<file path="src/rtl/conway_window_gen.sv">
// conway_window_gen: streams a raster frame of 1-bit cells and emits each cell's 3x3 neighbourhood.
// Off-grid neighbours read as 0; two line buffers plus the incoming cell give one window per cycle.
module conway_window_gen #(
    parameter int WIDTH  = 8,
    parameter int HEIGHT = 8
) (
    input  logic                      clk,
    input  logic                      resetn,
    input  logic                      s_valid,
    output logic                      s_ready,
    input  logic                      s_data,
    output logic                      m_valid,
    input  logic                      m_ready,
    output logic                      m_center,
    output logic [7:0]                m_neighbors,
    output logic [$clog2(HEIGHT)-1:0] m_row,
    output logic [$clog2(WIDTH)-1:0]  m_col,
    output logic                      m_last
);
    localparam int N  = WIDTH * HEIGHT;
    localparam int CW = $clog2(N + 1);
    localparam int RW = $clog2(HEIGHT);
    localparam int XW = $clog2(WIDTH);
    localparam int L  = 2 * WIDTH + 2;

    typedef enum logic [1:0] {FILL, STREAM, FLUSH} state_t;

    state_t        state, state_nx;
    logic          armed;
    logic [CW-1:0] in_cnt, out_cnt;
    logic [L-1:0]  sr;
    logic [L:0]    v;
    logic [RW-1:0] nr;
    logic [XW-1:0] nc;
    logic [7:0]    nb;
    logic          s_hs, m_hs, load, top, bot, left, right;

    // v[0] is the south-east cell of the next window; in FLUSH a zero stands in for it
    always_comb begin
        m_hs     = m_valid && m_ready;
        s_ready  = armed && state != FLUSH && ((in_cnt - out_cnt) < CW'(WIDTH + 2) || m_hs);
        s_hs     = s_valid && s_ready;
        load     = state == FLUSH ? !m_valid || (m_ready && !m_last) : s_hs && in_cnt >= CW'(WIDTH + 1);
        v        = {sr, state == FLUSH ? 1'b0 : s_data};
        top      = nr == '0;
        bot      = nr == RW'(HEIGHT - 1);
        left     = nc == '0;
        right    = nc == XW'(WIDTH - 1);
        nb       = {v[0] && !bot && !right, v[1] && !bot, v[2] && !bot && !left,
                    v[WIDTH] && !right, v[WIDTH+2] && !left,
                    v[2*WIDTH] && !top && !right, v[2*WIDTH+1] && !top, v[2*WIDTH+2] && !top && !left};
        state_nx = state == FILL && s_hs && in_cnt == CW'(WIDTH + 1) ? STREAM :
                   state == STREAM && s_hs && in_cnt == CW'(N - 1) ? FLUSH :
                   state == FLUSH && m_hs && m_last ? FILL : state;
    end

    always_ff @(posedge clk or negedge resetn)
        if (!resetn) state <= FILL;
        else state <= state_nx;

    always_ff @(posedge clk or negedge resetn) begin
        if (!resetn) begin
            armed       <= 1'b0;
            in_cnt      <= '0;
            out_cnt     <= '0;
            sr          <= '0;
            nr          <= '0;
            nc          <= '0;
            m_valid     <= 1'b0;
            m_center    <= 1'b0;
            m_neighbors <= 8'h00;
            m_row       <= '0;
            m_col       <= '0;
            m_last      <= 1'b0;
        end else begin
            armed <= 1'b1;
            if (state == FLUSH && m_hs && m_last) begin
                in_cnt  <= '0;
                out_cnt <= '0;
            end else begin
                if (s_hs) in_cnt <= in_cnt + 1'b1;
                if (m_hs) out_cnt <= out_cnt + 1'b1;
            end
            if (s_hs || (state == FLUSH && load)) sr <= v[L-1:0];
            if (load) begin
                m_valid     <= 1'b1;
                m_center    <= v[WIDTH+1];
                m_neighbors <= nb;
                m_row       <= nr;
                m_col       <= nc;
                m_last      <= bot && right;
                nc          <= right ? '0 : nc + 1'b1;
                nr          <= right ? (bot ? '0 : nr + 1'b1) : nr;
            end else if (m_ready) begin
                m_valid <= 1'b0;
            end
        end
    end
endmodule

</file>
<file path="config.mk">
export PLATFORM = sky130hd
export DESIGN_NAME = conway_window_gen
export DESIGN_NICKNAME = d
export VERILOG_FILES = /design/src/rtl/conway_window_gen.sv
export SDC_FILE = /design/constraint.sdc
export NUM_CORES = 1
export LEC_CHECK = 0
export ABC_AREA = 1
export CAP_MARGIN = 20
export CELL_PAD_IN_SITES_DETAIL_PLACEMENT = 1
export CELL_PAD_IN_SITES_GLOBAL_PLACEMENT = 1
export CORE_MARGIN = 2
export CORE_UTILIZATION = 46
export CTS_BUF_LIST = sky130_fd_sc_hd__clkbuf_8
export CTS_CLUSTER_SIZE = 25
export DETAILED_ROUTE_END_ITERATION = 16
export PLACE_DENSITY = 0.89
export SKIP_LAST_GASP = 1
export SLEW_MARGIN = 30
export SYNTH_ARGS = -nofsm -noshare
export SYNTH_HDL_FRONTEND = slang
export SYNTH_SLANG_ARGS = --single-unit
</file>
<file path="constraint.sdc">
create_clock -name clk -period 3 [get_ports clk]
set_clock_uncertainty 0.2 [all_clocks]
set_input_delay 0.75 -clock clk [delete_from_list [all_inputs] [get_ports clk]]
set_output_delay 0.75 -clock clk [all_outputs]
set_load 0.01 [all_outputs]
</file>
Word-level counts from Yosys, hierarchy flattened. Index checks and enable logic that the tools add are counted.

Input port bits: 5. Bits in registers: 58.

Add/sub/neg operators: 5. Eq/ne operators: 7. Reduce and logical (&&, ||, !) cells: 43. Order comparisons: 2. Mux-type cells: 13.

Operators with widths (count): 2-to-1 mux 7 bit (4); logical AND 1 bit (26); adder 7 x 1 -> 7 bit (second input constant) (2); == test 7 x 4 -> 1 bit (second input constant) (1); == test 7 x 6 -> 1 bit (second input constant) (1); greater-or-equal comparator 7 x 4 -> 1 bit (second input constant) (1); less-than comparator 7 x 4 -> 1 bit (second input constant) (1); subtractor 7 bit (1); adder 3 x 1 -> 3 bit (second input constant) (2); == test 3 bit (second input constant) (2); logical NOT 1 bit (6); logical NOT 3 bit (2); 2-to-1 mux 2 bit (3); 2-to-1 mux 3 bit (2); nonzero test 2 bit (3); 2-to-1 mux 1 bit (4); logical OR 1 bit (3); nonzero test 3 bit (1); == test 2 x 1 -> 1 bit (second input constant) (1); == test 2 bit (second input constant) (1); logical NOT 2 bit (1); != test 2 bit (second input constant) (1); AND reduction 2 bit (1).

Logic depth before layout (Yosys ltp). Gate-level depths: netlist of the first run.

Word-level depth: 9. Mapped depth: 18. Mapped depth without buffers: 17.

Worst setup path after synthesis of the first run. OpenSTA, ideal clock, no wires.

Path type: reg-to-output. From: reg in_cnt[0]. To: out s_ready. Arrival: 1751 ps. Cell stages (with the launch flop): 11. Data required time: 2050 ps. Path slack: 299 ps. Path through: dfrtp_1 inv_1 nand2_1 fa_1 nor2_1 o21bai_1 nand3_1 nand2_1 nor2_2 nand2_2 a21boi_0.

Cells in the longest elaborated chain, start to end: 4.

RTL lines: from (decl) (line 30) `logic [CW-1:0] in_cnt, out_cnt;`; from (signal assigned) (line 81) `if (s_hs) in_cnt <= in_cnt + 1'b1;`; subtractor 7 bit (line 41) `s_ready = armed && state != FLUSH && ((in_cnt - out_cnt) < CW'(WIDTH + 2) || m_hs);`; less-than comparator 7 x 4 -> 1 bit (line 41); logical OR 1 bit (line 41); logical AND 1 bit (line 41); to (decl) (line 10) `output logic s_ready,`.

No other way between the ends.

Worst setup path in the final report of the first run. Same ends and word-level chain as after synthesis.

==> results of run 1 <==
==> per-layer routing <==
| metal | vias up | track usage | share of wire | wire [µm] |
|---|---|---|---|---|
| met2 | 79 | 0.448 | 0.51 | 4420 |
| met3 | 20 | 0.0580 | 0.044 | 380 |
| met1 | 1339 | 0.329 | 0.42 | 3650 |
| met4 | 0 | 0.0909 | 0.019 | 163 |
| met5 | - | 0 | 0 | 0 |
| li1 | 1241 | - | - | - |
==> final cells by class <==
type                    instances  area (µm²)
clock buffers                  10         138
clock inverters                 6        33.8
fillers                       748        2640
inverters                      48         180
multi-input cells             235        1350
flip-flops and latches         58        1450
well taps                      77        96.3
repair buffers                 51         428
==> cells by family (layout without fill, tap and decap cells) <==
kind of cell | count (synthesis) | count (layout) | synth area share
and+or+nand+nor | 160 | 160 | 0.246
DFF | 58 | 58 | 0.488
AOI/OAI and AO/OA | 56 | 56 | 0.111
buffers and inverters | 56 | 115 | 0.0795
adders and majority gates | 15 | 15 | 0.0656
xor gates and xnor gates | 3 | 3 | 0.00884
other | 1 | 1 | 0.00126
==> critical path: cells and delay by family, from the launching register on <==
family	cells	cell delay, ns
buffers and inverters	2	0.22
adders and majority gates	1	0.37
AOI/OAI and AO/OA	1	0.15
DFF	1	0.40
and+or+nand+nor	7	0.58
==> stage by stage <==
stage / setup TNS (ns) / hold WS [ns]
2_1_floorplan: 0 / 0.254
3_3_place_gp: -0.137 / 0.264
3_5_place_dp: -0.226 / 0.271
4_1_cts: -0.0171 / 0.192
5_1_grt: -0.113 / 0.216
6_report: -0.0192 / 0.186
==> path summary, 6_finish.rpt <==
path	cells past startpoint	slack [ns]	to
max reg2reg	16	0.23	m_row[0]
min in group clk	2	0.29	m_col[1]
min	1	0.19	in_cnt[4]
max	11	-0.02	s_ready
min reg2reg	2	0.29	m_col[1]
max in group asynchronous	2	1.74	sr[10]
==> flip-flops by register name, summed over array words and instances (netlist names) <==
register     cells
armed            1
in_cnt           7
m_center         1
m_col            3
m_last           1
m_neighbors      8
m_row            3
m_valid          1
nc               3
nr               3
out_cnt          7
sr              18
state            2
==> power by group through the flow <==
stage | clock network [W] | registers, W | logic [W]
after detailed placement | 0 | 0.00137 | 0.00244
final | 0.000641 | 0.00138 | 0.00266
after global placement | 0 | 0.00134 | 0.00227
after global routing | 0.000684 | 0.00142 | 0.00296
after CTS | 0.000652 | 0.00137 | 0.00258
after floorplan | 0 | 0.00139 | 0.00149
==> repair_timing <==
action                                  CTS  global route
setup buffers                             1             0
gates cloned                              0             0
gates resized for setup                  12             3
pin swaps                                 1             0
endpoints found under the setup margin    1             3
==> synth_stat cells <==
master	number
nand2_1	83
dfrtp_1	58
inv_1	47
nand3_1	28
o21ai_0	21
nor2_1	19
a21oi_1	17
ha_1	14
nand4_1	10
o21ai_2	10
nor3_1	7
buf_2	3
nand2_2	3
nand2_4	3
o21ai_1	3
xor2_1	3
buf_4	2
buf_6	2
nor4_1	2
a211oi_1	1
a21boi_0	1
clkbuf_1	1
clkinv_1	1
conb_1	1
fa_1	1
nand3_4	1
nand3b_1	1
nor2_2	1
nor3b_1	1
o2111ai_1	1
o21bai_1	1
o22ai_1	1
or2_1	1
==> reports/results.tsv, run 1 <==
metric	value	unit
FF+latch count, synth	58	
Cell variety after synth	33	
Core Area	6310	µm²
final wirelength	8610	µm
clk buf depth	2	
Vias	2679	
cell internal pwr	0.00256	W
total global-route track usage	0.262	
proportion of power drawn by the clock network	0.137	
area of the mapped netlist	2970	µm²
Crit path required time	2.05	ns
Clk Latency, worst-skew pair	0.35	ns
Worst-Margin Slew	0.549	ns
FP Rows	29	
number of I/O port buffers	22	
fin util	0.582	
CP endpoint kind	primary output	
layout cell share with drive strength beyond 1	0.179	
first drt pass iteration count	4	
Critical Path Source	in_cnt[0]	
CP Max Fanout	4	
CP Cell Sequence	inv_2, nand2_2, fa_2, nand3_1, nand3b_1, nand2_1, nand2_1, nor2_2, nand2_2, a21boi_2, buf_2	
Placed Area	3440	µm²
TritonCTS buffer count	9	
initial antenna violation count	0	
max incr delay on CP	0.40	ns
failing checks	setup timing	
Comb power frac	0.569	
die height	84.4	µm
Worst-path clk slew	0.07	ns
# setup viols final	1	
pin count of the biggest net entering global routing	32	
Area Growth Syn to Fin	23.5	%
Synth area leader	dfrtp_1	
post-route cell area	3670	µm²
leading cell type in the layout, fill and taps excluded	nand2_1	
clock root buffer	clkbuf_8	
RSZ-0062 raised after global routing	yes	
most frequent cells in the layout	nand2_1 (82), dfrtp_1 (58), inv_1 (46)	
# nets final	423	
PD cells	1280	nW/µm²
Max Cap Viol	0	
number of global-route vias before repair	2853	
VDD IR max	0.589	mV
vias per cell	5.52	
run status	finished with violations	
GPL Wtd Cong	0.894	
Static Leakage	1.89	nW
sw frac	0.454	
Slew headroom	0.634	
Mapped Nets	369	
Synth area leaders	dfrtp_1 (49%), nand2_1 (10%), inv_1 (5.9%)	
sequential-to-total area share from yosys stat	0.488	
Remaining DRCs	0	
Sw Pwr	0.00213	W
hold crit path type	in -> async	
Die ar.	7120	µm²
Pwr Total	0.00469	W
routed length per instance	17.8	µm
Initial Util	0.471	
setup ws final	-0.0192	ns
Hold Vio Cnt, Final	0	
crit share post-route	1.01	
diode count	0	
fin crit period	3.02	ns
Slew Viols, Final	0	
GR Overflow Total	0	
dpl hpwl	5750	µm
# IOs	23	
kind of critical path	reg -> out	
Iteration-0 DRC Markers	183	
H-tree Lvls	3	
Final Non-Filler Cells	485	
r2r startpoint	in_cnt[0]	
Post-Synthesis Cells	349	
count of clock tree sinks	58	
Worst Setup Start Kind	register	
DP Worst Slack	-0.226	ns
post-synth top area share	0.488	
mean post-synth cell area	8.52	µm²
die extent in x	84.4	µm
total number of yosys warnings	0	
TritonCTS clock tree	yes	
hold-fix buffer count after cts	0	
FMAX	331	MHz
Crit path arrival time	2.07	ns
sequential power share	0.295	
CP max-delay cell	dfrtp_1	
post-route antenna net violation count	0	
first-pass GRT wire length	14500	µm
Placed Cells incl. Taps	468	
(Power assumes the default switching activity.)
==> run 2, diff against run 1 <==
--- a/config.mk
+++ b/config.mk
@@ -10,11 +10,12 @@
 export CELL_PAD_IN_SITES_DETAIL_PLACEMENT = 1
 export CELL_PAD_IN_SITES_GLOBAL_PLACEMENT = 1
 export CORE_MARGIN = 2
-export CORE_UTILIZATION = 46
+export CORE_UTILIZATION = 49
 export CTS_BUF_LIST = sky130_fd_sc_hd__clkbuf_8
 export CTS_CLUSTER_SIZE = 25
 export DETAILED_ROUTE_END_ITERATION = 16
-export PLACE_DENSITY = 0.89
+export DONT_BUFFER_PORTS = 1
+export PLACE_DENSITY = 0.87
 export SKIP_LAST_GASP = 1
 export SLEW_MARGIN = 30
 export SYNTH_ARGS = -nofsm -noshare
==> run 2 against run 1 <==
Compared with the run above: the run still ends with setup timing left; setup slack got worse by 0.015 ns; fmax shrank 0.51%; critical path depth is 1 higher; clock power is 37% higher; non-clock buffer count fell by 38; sequential share of layout area increased by 2.4 points; cell count down 8.2%; die area down 5.8%; register-to-register slack improved by 0.02 ns; global-route usage grew 1.6 points; largest power group unchanged; highest routed layer unchanged.
==> reports/results.tsv, run 2 (synthesis results as in run 1) <==
metric	value	unit	change
dpl hpwl	5020	µm	was 5750 µm
Max Cap Viol	0		unchanged
Metal-1 WL	3790	µm	was 3650 µm
post-route antenna net violation count	0		unchanged
clock root buffer	clkbuf_8		unchanged
pin count of the biggest net entering global routing	59		was 32
layout cell share with drive strength beyond 1	0.186		was 0.179
metal3 WL	292	µm	was 380 µm
first-pass GRT wire length	13600	µm	was 14,500 µm
Largest regs	sr: 18 flops, m_neighbors: 8 flops		unchanged
TritonCTS clock tree	yes		unchanged
Clk Latency, worst-skew pair	0.35	ns	about the same
Crit path arrival time	2.08	ns	was 2.07 ns
multi-input logic area	1380	µm²	was 1350 µm²
setup ws final	-0.0346	ns	was -0.0192 ns
VDD IR max	0.718	mV	was 0.589 mV
Slew Viols, Final	0		unchanged
Vias	2536		was 2,679
Core Area	5890	µm²	was 6310 µm²
Worst Setup Start Kind	register		unchanged
Static Leakage	1.78	nW	was 1.89 nW
Iteration-0 DRC Markers	173		was 183
Worst-Margin Slew	0.647	ns	was 0.549 ns
Crit path required time	2.05	ns	about the same
diode count	0		unchanged
die height	81.9	µm	was 84.4 µm
met2 WL	4510	µm	was 4420 µm
fin crit period	3.03	ns	was 3.02 ns
top sig layer	met4		unchanged
proportion of power drawn by the clock network	0.185		was 0.137
run status	finished with violations		unchanged
Worst-path clk slew	0.06	ns	was 0.07 ns
count of clock tree sinks	58		unchanged
Most flops, register	sr		unchanged
Hold Vio Cnt, Final	0		unchanged
post-route cell area	3470	µm²	was 3670 µm²
cell internal pwr	0.00255	W	was 0.00256 W
Area Growth Syn to Fin	16.6	%	was 23.5%
Remaining DRCs	0		unchanged
FMAX	330	MHz	was 331 MHz
leading cell type in the layout, fill and taps excluded	nand2_1		unchanged
Fillers	691		was 748
CP Max Fanout	4		unchanged
die extent in x	81.9	µm	was 84.4 µm
FF/Latch Area	1450	µm²	about the same
sw frac	0.465		was 0.454
CP endpoint kind	primary output		unchanged
RSZ-0062 raised after global routing	yes		unchanged
TritonCTS buffer count	9		unchanged
Comb power frac	0.503		was 0.569
final wirelength	8980	µm	was 8610 µm
first drt pass iteration count	4		unchanged
number of I/O port buffers	0		was 22
crit share post-route	1.01		about the same
vias per cell	5.70		was 5.52
number of flip-flops in the largest register	18		unchanged
Slew headroom	0.567		was 0.634
most frequent cells in the layout	nand2_1 (80), dfrtp_1 (56), inv_1 (43)		was nand2_1 (82), dfrtp_1 (58), inv_1 (46)
GR Overflow Total	0		unchanged
# IOs	23		unchanged
# nets final	385		was 423
H-tree Lvls	3		unchanged
fin util	0.589		was 0.582
# setup viols final	1		unchanged
clk buf depth	2		unchanged
kind of critical path	reg -> out		unchanged
Die ar.	6710	µm²	was 7120 µm²
Placed Area	3040	µm²	was 3440 µm²
failing checks	setup timing		unchanged
GPL Wtd Cong	0.816		was 0.894
initial antenna violation count	0		unchanged
total global-route track usage	0.277		was 0.262
routed length per instance	20.2	µm	was 17.8 µm
Sw Pwr	0.00222	W	was 0.00213 W
Pwr Total	0.00477	W	was 0.00469 W
FP Rows	28		was 29
hold crit path type	in -> async		unchanged
Initial Util	0.505		was 0.471
PD cells	1370	nW/µm²	was 1280 nW/µm²
sequential power share	0.312		was 0.295
number of global-route vias before repair	2681		was 2,853
==> run 2: cell count changes in the layout (fill, tap and decap cells not counted), sizes merged <==
| cell | delta |
|---|---|
| buf | -18 |
| bufinv | +2 |
| clkbuf | +2 |
| clkdlybuf4s50 | -20 |
| clkinv | -3 |
| clkinvlp | -1 |
==> run 2: path summary, 6_finish.rpt <==
| check | endpoint | start | slack, ns | cells after the start |
|---|---|---|---|---|
| min in group clk | sr[4] | sr[3] | 0.29 | 2 |
| hold / removal | in_cnt[3] | resetn | 0.06 | 1 |
| hold reg to reg | sr[4] | sr[3] | 0.29 | 2 |
| max in group asynchronous | state[0] | resetn | 2.26 | 1 |
| setup reg to reg | nc[2] | in_cnt[0] | 0.25 | 16 |
| setup / recovery | s_ready | in_cnt[0] | -0.03 | 12 |
==> run 2: what timing repair did <==
| item | in CTS | in global routing |
|---|---|---|
| pin swaps | 3 | 7 |
| hold buffers | 1 | 0 |
| resized for setup | 15 | 12 |
| hold endpoints to repair | 58 | 0 |
| endpoints found under the setup margin | 1 | 1 |
| buffers inserted | 6 | 2 |
==> run 2: worst max-delay path, cell delays in order (launching register included) <==
cell and delay, ns:
dfrtp_1 0.39, inv_2 0.09, nand2_4 0.06, fa_2 0.41
nand2_1 0.09, inv_1 0.06, o21bai_4 0.16, nand3_2 0.11
nand2_2 0.08, nor2_2 0.04, nand2_2 0.05, a21boi_1 0.06
buf_4 0.15
==> run 2: per-layer routing <==
layer	global-route usage	up-vias
li1	-	1169
met1	0.319	1278
met2	0.472	58
met3	0.0615	31
met4	0.163	0
met5	0	-
==> run 2: power by group through the flow <==
stage | combinational, W | sequential [W] | clock, W
detailed placement | 0.00184 | 0.00148 | 0
floorplan | 0.00149 | 0.00139 | 0
CTS | 0.00209 | 0.00147 | 0.000875
finish | 0.00240 | 0.00149 | 0.000881
global placement | 0.00173 | 0.00146 | 0
global route | 0.00264 | 0.00152 | 0.000923
==> run 2: metrics by stage <==
stage               setup slack (ns)  TNS (ns)  instances  hold WS, ns
floorplan                      0.299         0        349        0.254
global placement               0.211         0        420        0.258
detailed placement            0.0990         0        420        0.257
CTS                          0.00580         0        443       0.0706
global route                  -0.140    -0.140        445       0.0779
finish                       -0.0346   -0.0346        445       0.0638
==> run 2: cell type report <==
type | instances | area share
flip-flops and latches | 58 | 0.419
multi-input cells | 235 | 0.399
inverters | 48 | 0.0520
clock buffers | 12 | 0.0476
repair buffers | 13 | 0.0339
well taps | 75 | 0.0271
clock inverters | 4 | 0.0209
==> run 3, diff against run 2 <==
--- a/config.mk
+++ b/config.mk
@@ -9,13 +9,14 @@
 export CAP_MARGIN = 20
 export CELL_PAD_IN_SITES_DETAIL_PLACEMENT = 1
 export CELL_PAD_IN_SITES_GLOBAL_PLACEMENT = 1
+export CORE_ASPECT_RATIO = 0.9
 export CORE_MARGIN = 2
-export CORE_UTILIZATION = 49
+export CORE_UTILIZATION = 45
 export CTS_BUF_LIST = sky130_fd_sc_hd__clkbuf_8
 export CTS_CLUSTER_SIZE = 25
 export DETAILED_ROUTE_END_ITERATION = 16
 export DONT_BUFFER_PORTS = 1
-export PLACE_DENSITY = 0.87
+export PLACE_DENSITY = 0.82
 export SKIP_LAST_GASP = 1
 export SLEW_MARGIN = 30
 export SYNTH_ARGS = -nofsm -noshare
==> run 3 against run 2 <==
Compared with the run above: the flow still finishes with violations (setup timing); utilization down 6.2 points; sequential power about the same; register-to-register slack better by 0.02 ns.
==> reports/results.tsv, run 3 (synthesis results as in run 1) <==
metric	value	unit	change
run status	finished with violations		unchanged
failing checks	setup timing		unchanged
H-tree Lvls	3		unchanged
TritonCTS clock tree	yes		unchanged
Remaining DRCs	0		unchanged
Worst-Margin Slew	0.582	ns	was 0.647 ns
Iteration-0 DRC Markers	156		was 173
vias per cell	5.32		was 5.70
diode count	0		unchanged
Final Non-Filler Cells	457		was 445
routed length per instance	16.6	µm	was 20.2 µm
Largest regs	sr: 18 flops, m_neighbors: 8 flops		unchanged
clk buf depth	2		unchanged
# IOs	23		unchanged
hold_ws	0.0836	ns	was 0.0638 ns
Initial Util	0.459		was 0.505
Core Area	6480	µm²	was 5890 µm²
TNS Setup	-0.0786	ns	was -0.0346 ns
most frequent cells in the layout	nand2_1 (81), dfrtp_1 (57), inv_1 (43)		was nand2_1 (80), dfrtp_1 (56), inv_1 (43)
post-route cell area	3410	µm²	was 3470 µm²
Crit path required time	2.05	ns	about the same
Worst-path clk slew	0.07	ns	was 0.06 ns
Crit path arrival time	2.13	ns	was 2.08 ns
post-route antenna net violation count	0		unchanged
layout cell share with drive strength beyond 1	0.166		was 0.186
kind of critical path	reg -> out		unchanged
Area Growth Syn to Fin	14.8	%	was 16.6%
GPL Wtd Cong	0.866		was 0.816
count of clock tree sinks	58		unchanged
dpl hpwl	5110	µm	was 5020 µm
DP Worst Slack	0.110	ns	was 0.0990 ns
crit share post-route	1.03		was 1.01
setup ws final	-0.0786	ns	was -0.0346 ns
CP Max Fanout	3		was 4
FP Rows	28		unchanged
Slew headroom	0.611		was 0.567
Slew Viols, Final	0		unchanged
number of global-route vias before repair	2473		was 2,681
hold crit path type	in -> async		unchanged
Placed Cells incl. Taps	434		was 420
pin count of the biggest net entering global routing	59		unchanged
GR Overflow Total	0		unchanged
VDD IR max	0.443	mV	was 0.718 mV
fin crit period	3.08	ns	was 3.03 ns
# nets final	382		was 385
leading cell type in the layout, fill and taps excluded	nand2_1		unchanged
Die ar.	7280	µm²	was 6710 µm²
final wirelength	7580	µm	was 8980 µm
RSZ-0062 raised after global routing	yes		unchanged
CP endpoint kind	primary output		unchanged
PD cells	1280	nW/µm²	was 1370 nW/µm²
Worst Setup Start Kind	register		unchanged
die height	81.1	µm	was 81.9 µm
Most flops, register	sr		unchanged
Static Leakage	1.75	nW	was 1.78 nW
Placed Area	3050	µm²	was 3040 µm²
number of flip-flops in the largest register	18		unchanged
Clk Latency, worst-skew pair	0.33	ns	was 0.35 ns
Hold Vio Cnt, Final	0		unchanged
first-pass GRT wire length	12200	µm	was 13,600 µm
TritonCTS buffer count	9		unchanged
initial antenna violation count	0		unchanged
total global-route track usage	0.226		was 0.277
number of I/O port buffers	0		unchanged
clock root buffer	clkbuf_8		unchanged
Vias	2431		was 2,536
Max Cap Viol	0		unchanged
FMAX	325	MHz	was 330 MHz
die extent in x	89.7	µm	was 81.9 µm
first drt pass iteration count	4		unchanged
# setup viols final	1		unchanged
[run 3: cell type report]
cell class / count / area [µm²]
clock inverter: 5 / 52.6
clock buffer: 11 / 151
tap: 90 / 113
timing repair buffer: 10 / 95.1
fill: 763 / 3070
inverter: 48 / 180
multi-input combinational: 235 / 1370
sequential: 58 / 1450
[run 3: where the power goes]
group | total (W) | internal, W | switching (W)
clock | 0.000723 | 0.000424 | 0.000299
sequential | 0.00147 | 0.00114 | 0.000332
combinational | 0.00219 | 0.000818 | 0.00137
total | 0.00439 | 0.00238 | 0.00200
[run 3: through the flow]
stage	utilization	power, W
floorplan	-	0.00288
global route	0.527	0.00478
global placement	0.471	0.00319
detailed placement	0.471	0.00334
CTS	0.520	0.00428
finish	0.527	0.00439
[run 3: what timing repair did]
action,in CTS,in global routing
endpoints found under the hold margin,58,0
setup buffers,5,1
resized for setup,13,8
endpoints found under the setup margin,1,1
pin swaps,0,4
hold buffers,1,0
[run 3: per-layer routing]
| metal | vias to the layer above | wire (µm) | GRT usage | share of wire |
|---|---|---|---|---|
| li1 | 1168 | - | - | - |
| met1 | 1215 | 3470 | 0.311 | 0.46 |
| met2 | 39 | 3750 | 0.346 | 0.49 |
| met3 | 9 | 231 | 0.0711 | 0.030 |
| met4 | 0 | 123 | 0.0567 | 0.016 |
| met5 | - | 0 | 0 | 0 |
[run 3: worst max-delay path, stage by stage, from the launching register on]
cell      delay [ns]
dfrtp_1         0.40
inv_2           0.09
nand2_4         0.07
fa_2            0.44
o21bai_1        0.17
nand3_1         0.10
nand2_1         0.07
nor2_2          0.12
nand2_2         0.09
a21boi_2        0.12
buf_4           0.13
[run 3: final timing paths]
kind / start / to / slack [ns] / depth (start not counted)
max reg2reg: in_cnt[0] / m_col[2] / 0.27 / 14
min: resetn / m_neighbors[6] / 0.08 / 1
max: in_cnt[0] / s_ready / -0.08 / 10
min in group clk: sr[5] / sr[6] / 0.29 / 2
min reg2reg: sr[5] / sr[6] / 0.29 / 2
max in group asynchronous: resetn / in_cnt[1] / 2.25 / 1
